File: config.mk
export PLATFORM = sky130hd
export DESIGN_NAME = trigger_word_sequencer
export DESIGN_NICKNAME = d
export VERILOG_FILES = /design/src/rtl/trigger_word_sequencer.sv
export SDC_FILE = /design/constraint.sdc
export NUM_CORES = 1
export LEC_CHECK = 0
export ABC_CLOCK_PERIOD_IN_PS = 2700
export CORE_MARGIN = 8
export CORE_UTILIZATION = 35
export CTS_BUF_LIST = sky130_fd_sc_hd__clkbuf_16
export DETAILED_ROUTE_END_ITERATION = 16
export GPL_ROUTABILITY_DRIVEN = 0
export SYNTH_ARGS = -nofsm -noshare
export SYNTH_HDL_FRONTEND = slang
export SYNTH_SLANG_ARGS = --single-unit
File: constraint.sdc
create_clock -name clock -period 2.7 [get_ports clock]
set_input_delay 0.27 -clock clock [delete_from_list [all_inputs] [get_ports clock]]
set_output_delay 0.27 -clock clock [all_outputs]
set_load 0.1 [all_outputs]
File: src/rtl/trigger_word_sequencer.sv
// Sequences the parallel word for the 8:1 trigger-output serializer.
// Arbitrates timer/external requests, rotates four patterns and enforces an idle holdoff.
module trigger_word_sequencer #(
    parameter int unsigned      WIDTH       = 8,
    parameter int unsigned      PERIOD_LOG2 = 25,
    parameter int unsigned      HOLDOFF     = 4,
    parameter int unsigned      SYNC_STAGES = 3,
    parameter logic [WIDTH-1:0] PATTERN0    = WIDTH'(8'hF0),
    parameter logic [WIDTH-1:0] PATTERN1    = WIDTH'(8'h81),
    parameter logic [WIDTH-1:0] PATTERN2    = WIDTH'(8'h88),
    parameter logic [WIDTH-1:0] PATTERN3    = WIDTH'(8'hAA)
) (
    input  logic             clock,
    input  logic             reset,
    input  logic             self_triggered_mode,
    input  logic             trigger_input,
    output logic [WIDTH-1:0] word,
    output logic             sync,
    output logic [1:0]       token,
    output logic             busy,
    output logic             pending,
    output logic [15:0]      dropped_count
);

    typedef enum logic [1:0] {
        StIdle,
        StEmit,
        StHold
    } state_t;

    localparam int unsigned    HCW       = (HOLDOFF > 1) ? $clog2(HOLDOFF) : 1;
    localparam logic [HCW-1:0] HOLD_LAST = HCW'((HOLDOFF > 0) ? HOLDOFF - 1 : 0);

    logic [SYNC_STAGES-1:0] trig_sync;
    logic                   trig_prev;
    logic                   ext_req;
    logic [PERIOD_LOG2-1:0] timer;
    logic                   mode_prev;
    state_t                 state;
    logic [HCW-1:0]         hold_cnt;

    logic             int_req;
    logic             req;
    logic             mode_change;
    logic             pend_eff;
    logic             can_launch;
    logic             launch;
    logic [WIDTH-1:0] next_pattern;

    always_comb begin
        int_req     = (timer == '0);
        req         = self_triggered_mode ? int_req : ext_req;
        mode_change = (self_triggered_mode != mode_prev);
        // A source switch discards whatever the old source queued.
        pend_eff    = pending & ~mode_change;
        can_launch  = (state == StIdle) || ((state == StEmit) && (HOLDOFF == 0));
        launch      = can_launch & (req | pend_eff);
        case (token)
            2'd0:    next_pattern = PATTERN0;
            2'd1:    next_pattern = PATTERN1;
            2'd2:    next_pattern = PATTERN2;
            default: next_pattern = PATTERN3;
        endcase
    end

    assign busy = (state != StIdle);

    always_ff @(posedge clock) begin
        if (reset) begin
            trig_sync     <= '0;
            trig_prev     <= 1'b0;
            ext_req       <= 1'b0;
            timer         <= '0;
            mode_prev     <= self_triggered_mode;
            state         <= StIdle;
            hold_cnt      <= '0;
            word          <= '0;
            sync          <= 1'b0;
            token         <= 2'd0;
            pending       <= 1'b0;
            dropped_count <= '0;
        end else begin
            trig_sync <= {trig_sync[SYNC_STAGES-2:0], trigger_input};
            trig_prev <= trig_sync[SYNC_STAGES-1];
            ext_req   <= trig_sync[SYNC_STAGES-1] & ~trig_prev;
            timer     <= timer + PERIOD_LOG2'(1);
            mode_prev <= self_triggered_mode;

            // A request arriving as the queued one is consumed re-arms the queue.
            if (launch) begin
                pending <= req & pend_eff;
            end else begin
                pending <= pend_eff | req;
                if (req && pend_eff && (dropped_count != 16'hFFFF)) begin
                    dropped_count <= dropped_count + 16'd1;
                end
            end

            if (launch) begin
                word  <= next_pattern;
                token <= token + 2'd1;
                state <= StEmit;
                if (token == 2'd0) begin
                    sync <= 1'b1;
                end else if (token == 2'd1) begin
                    sync <= 1'b0;
                end
            end else begin
                word <= '0;
                case (state)
                    StEmit: begin
                        state    <= (HOLDOFF > 0) ? StHold : StIdle;
                        hold_cnt <= HOLD_LAST;
                    end
                    StHold: begin
                        if (hold_cnt == '0) begin
                            state <= StIdle;
                        end else begin
                            hold_cnt <= hold_cnt - HCW'(1);
                        end
                    end
                    default: state <= StIdle;
                endcase
            end
        end
    end

endmodule
# Word-level counts from Yosys, hierarchy flattened
# Index checks and enable logic that the tools add are counted.
op_classes:
  addsub: 4
  multipliers: 0
  div_mod_pow: 0
  n_lt_le_gt_ge: 0
  n_eq_ne: 9
  shift: 0
  mux: 10
  bitwise_logic: 8
  n_reduce_logical: 14
op_table:
  columns: ["op", "count"]
  rows:
  - ["adder 25 x 1 -> 25 bit (second input constant)", 1]
  - ["logical NOT 25 bit", 1]
  - ["one-hot mux 7 bit (3 select lines)", 1]
  - ["adder 16 x 1 -> 16 bit (second input constant)", 1]
  - ["!= test 16 bit (second input constant)", 1]
  - ["one-hot mux 2 bit (2 select lines)", 2]
  - ["logical NOT 2 bit", 3]
  - ["nonzero test 2 bit", 3]
  - ["two-way mux 1 bit", 5]
  - ["AND 1 bit", 4]
  - ["== test 2 x 1 -> 1 bit (second input constant)", 2]
  - ["== test 2 bit (second input constant)", 2]
  - ["two-way mux 2 bit", 2]
  - ["!= test 2 bit (second input constant)", 2]
  - ["AND reduction 2 bit", 2]
  - ["OR reduction 2 bit", 2]
  - ["!= test 3 bit (second input constant)", 1]
  - ["inverter 1 bit", 3]
  - ["AND reduction 3 bit", 1]
  - ["adder 2 x 1 -> 2 bit (second input constant)", 1]
  - ["logical AND 1 bit", 2]
  - ["subtractor 2 x 1 -> 2 bit (second input constant)", 1]
  - ["!= test 1 bit", 1]
  - ["OR 1 bit", 1]
totals:
  ff_bits: 63
  latch_bits: 0
  mem_bits_rw: 0
  mem_bits_ro: 0
  input_bits: 4
  out_inout_bits: 29
  word_cells: 58
  mem_count: 0

# Logic depth before layout (Yosys ltp)
depth:
  depth_word: 7
  ltp_mapped: 9
  mapped_depth_nobuf: 7

# Worst setup path after synthesis
# Ideal clock, no wire load.
synth_timing:
  path_type: "flip-flop to flip-flop"
  from: "register dropped_count[0]"
  to: "register dropped_count[1]"
  arrival_ns: 2.358
  required_ns: 2.629
  slack_ns: 0.271
  stages_incl_launch_ff: 9
  n_path_buf: 2
  synth_period_minus_slack_ns: 2.429
  cell_sequence: "dfxtp_1 > ha_1 > and4_1 > nand2_1 > o21ai_1 > buf_2 > buf_2 > o21ai_0 > a21oi_1"
synth_between:
  elab_chain_cells: 3
synth_rtl:
  columns: ["element", "line_no", "text"]
  rows:
  - ["start: declaration", "22", "output logic [15:0] dropped_count"]
  - ["start signal: assignment", "95", "dropped_count <= dropped_count + 16'd1;"]
  - ["branches (longest 3 deep; another with adder 16 x 1 -> 16 bit)", null, null]
# Parallel ways; which one is timed is not known.
# A chain may end at the register's enable or synchronous reset.

# Worst setup path in the final report
layout_timing:
  from: "register timer[0]"
  to: "register dropped_count[5]"
layout_between:
  elab_chain_cells: 6
layout_rtl:
  columns: ["element", "line_no", "text"]
  rows:
  - ["start: declaration", "37", "logic [PERIOD_LOG2-1:0] timer;"]
  - ["start signal: assignment", "86", "timer <= timer + PERIOD_LOG2'(1);"]
  - ["logical NOT 25 bit (*)", "51", "int_req = (timer == '0);"]
  - ["two-way mux 1 bit (*)", "52", "req = self_triggered_mode ? int_req : ext_req;"]
  - ["OR 1 bit", "57", "launch = can_launch & (req | pend_eff);"]
  - ["AND 1 bit", "57", null]
  - ["inverter 1 bit (no line)", null, null]
  - ["AND reduction 2 bit (no line) (*)", null, null]
# Mark *: on every way between the ends. The rest lies on a longest branch, timed or not.

==> metrics <==
PD cells=651 mW/mm^2; number of failing hold endpoints at the final stage=0; outcome=finished, final reports clean; Synth area leaders=dfxtp_1, xnor2_1, ha_1; synth unique cells=43; period utilization=between 80% and 90%; unrepaired setup endpoints after global routing=false; CTS resizes=0; Seq cells post-synth=61; Avg Inst Size Synth=a little under 9 sq um; total of warnings raised by yosys=0; largest net degree at the start of global routing=30; TNS Setup=0 ns; Setup Viol. Count Final=0; area grow syn2layout=21.1%; worst-path fanout max=23; Layout Nets=between 300 and 400; Remaining Overflow, GRT=0; Die Span Y=~100 microns; fmax=454 MHz; Final HPWL DP=a little under 4 mm; post-route ant nets=0; cells after synthesis=between 300 and 400; Reg2Reg Capture Point=dropped_count[5]; Critical Path RT=approximately 3.0 ns; max_cap viols=0; Critical Path End Type=flip-flop; Diodes inserted=0; final instance area=about 0.0034 sq mm; CTS Sinks=about 60; top cell type's share of synthesized area=between 40 and 50%; H-Tree Depth=3; worst setup path start=timer[0]; starting utilization of the core area=between 30 and 40%; via count=about 2300; row cnt=32; wire per inst=12.9 microns; # IOs=33; Post-CTS Hold Buffers=0; Total Routed Length=slightly below 6 mm; Pins Over Slew Limit=0; post-synth top area cell=dfxtp_1; Reg2Reg Depth=8; Num CTS Buffers=9; clock slew at reported path FFs=roughly 0.050 ns; IO Port Bufs=31; DIE AREA=about 0.011 sq mm; post-placement setup slack=~0.25 ns; root buffer cell=clkbuf_16; Post-route DRC=0; CTS tree=done; Via density=5.02; CP Data Arrival Time=about 2.5 ns; Peak VDD IR=around 340 uV; latest clock arrival within the worst-skew pair=0.32 ns; Least-Margin Pin Slew=just over 0.8 ns; postcts setup bufs=0; PnR worst setup slack=between 0.4 and 0.5 ns; GRT Util Overall=a little over a tenth; Period minus WS final=~2.2 ns; initial antenna violation count=0; 1st-iter DRT viols=slightly above 90; WS Path Type=reg2reg; Die X=approximately 100 microns; Hold/Removal Path Class=reg2reg; R2R Path Start=timer[0]; largest buffer count on any clock path=2; number of global-route vias before repair=approximately 2100; Synth Cell Area=about 0.0028 sq mm; 1st-pass router iterations=4; Lkg Pwr=approximately 0.0013 uW; relative slew slack=46.0%; CORE AREA=between 0.007 and 0.008 sq mm; Worst setup SP type=flip-flop; share of the yosys chip area belonging to registers=between 40% and 50%; ratio of cells with drive above 1 in the final layout=between 10% and 20%; syn nets=approximately 330; Critical Path Sink=dropped_count[5]; R2R setup slack=approximately 0.50 ns; Final Skew=0.00405 ns; global-route wire length before repair=about 10 mm; Post-DP Area=0.00310 sq mm
## cells in the final DEF, fill, tap and decap left out, types with 2 or more instances in the layout
cell type        synthesis  final
dfxtp_1                 61     61
buf_4                    3     33
nor2_1                  29     29
a21oi_1                 20     20
nand3_1                 15     15
inv_1                   13     14
xnor2_1                 14     14
nand2_1                 14     14
nor3_1                  11     11
and3_1                  10     10
o31ai_1                 10     10
o21ai_0                  9      9
or4_1                    9      9
ha_1                     9      9
clkbuf_16                0      9
xor2_1                   8      8
nor2b_1                  8      8
or3_1                    8      8
nand4_1                  7      7
and4_1                   6      6
and2_1                   5      5
nor4_1                   4      4
o211ai_1                 3      3
clkinv_2                 0      3
nor4b_2                  2      2
o21ai_1                  2      2
o21a_1                   2      2
mux2i_1                  2      2
clkinv_1                 0      2
clkdlybuf4s50_1          0      2
## critical path, stage by stage (launching register included)
cell and delay [ns]:
dfxtp_1 0.32, inv_1 0.06, ha_1 0.15, nor4b_2 0.18, nand4_1 0.20, a2bb2oi_2 0.32
buf_4 0.24, or4_1 0.50, a21oi_1 0.14
## routing by layer
| layer | GRT usage [%] | up-vias | share of wire (%) |
|---|---|---|---|
| li1 | - | 1171 | - |
| met1 | 13.7 | 1037 | 51 |
| met2 | 16.5 | 37 | 43 |
| met3 | 3.81 | 8 | 4.3 |
| met4 | 5.20 | 0 | 1.6 |
| met5 | 0 | - | 0 |
## cells by family (layout without fill, tap and decap cells)
family	count (synthesis)	in the layout	share of synthesized area, %
buffers and inverters	30	65	4.70
muxes	3	3	1.13
xor gates and xnor gates	22	22	6.96
DFF	61	61	44.1
AOI/OAI and AO/OA	52	52	11.4
and+or+nand+nor	134	134	27.6
adders and majority gates	9	9	4.07
other	1	1	0.135
## cell usage after synthesis
cell type	count
o21ai_0	9
nor4_2	1
or3_1	8
buf_1	1
buf_4	3
nor4b_1	1
inv_1	13
a22o_1	1
and2_1	5
o21a_1	2
nor4b_2	2
ha_1	9
dfxtp_1	61
a31o_2	1
nor2b_1	8
o21ai_1	2
or4_1	9
o211ai_1	3
conb_1	1
nand4_2	1
nor3_1	11
a31oi_1	1
a21oi_1	20
or3b_2	1
o31ai_1	10
xor2_1	8
nor4_1	4
and4_1	6
a2bb2oi_1	1
clkbuf_1	8
xnor2_1	14
nand4_1	7
and3_1	10
a21o_1	1
nor3b_1	1
nand2_1	14
buf_2	5
nor2_1	29
mux2_2	1
a211oi_1	1
mux2i_1	2
nand3_1	15
and3b_1	1
## power breakdown
part	switching, uW	leakage, uW	internal, uW	total, uW
registers	19.6	0.000494	925	944
clock network	384	0.000131	604	988
logic	184	0.000647	65.8	250
## cell type report
| class | count | area, sq um |
|---|---|---|
| fill | 785 | 4330 |
| multi-input combinational | 221 | 1430 |
| sequential | 61 | 1220 |
| clock inverter | 7 | 33.8 |
| inverter | 13 | 48.8 |
| timing repair buffer | 36 | 273 |
| tap | 102 | 128 |
| clock buffer | 9 | 225 |
## through the flow
| step | utilization, % | hold slack, ns | std cells | total power (uW) |
|---|---|---|---|---|
| floorplan | - | 0.298 | 312 | 1160 |
| global placement | 40.3 | 0.372 | 433 | 1210 |
| detailed placement | 40.3 | 0.372 | 433 | 1210 |
| CTS | 43.6 | 0.380 | 449 | 2220 |
| global route | 43.6 | 0.389 | 449 | 2270 |
| finish | 43.6 | 0.378 | 449 | 2180 |
## flip-flops by register name, indices dropped and copies added (netlist names), 2 cells and up
| name | cells |
|---|---|
| timer | 25 |
| token | 2 |
| hold_cnt | 2 |
| trig_sync | 3 |
| word | 6 |
| state | 2 |
| dropped_count | 16 |
## how the worst min path moves through the flow
stage                        startpoint   endpoint  slack (ns)  cells after the start
floorplan           self_triggered_mode  mode_prev        0.30                      0
global placement              trig_prev    ext_req        0.37                      1
detailed placement            trig_prev    ext_req        0.37                      1
CTS                           trig_prev    ext_req        0.38                      1
global route                  trig_prev    ext_req        0.39                      1
finish                        trig_prev    ext_req        0.38                      1
(Power assumes the default switching activity.)
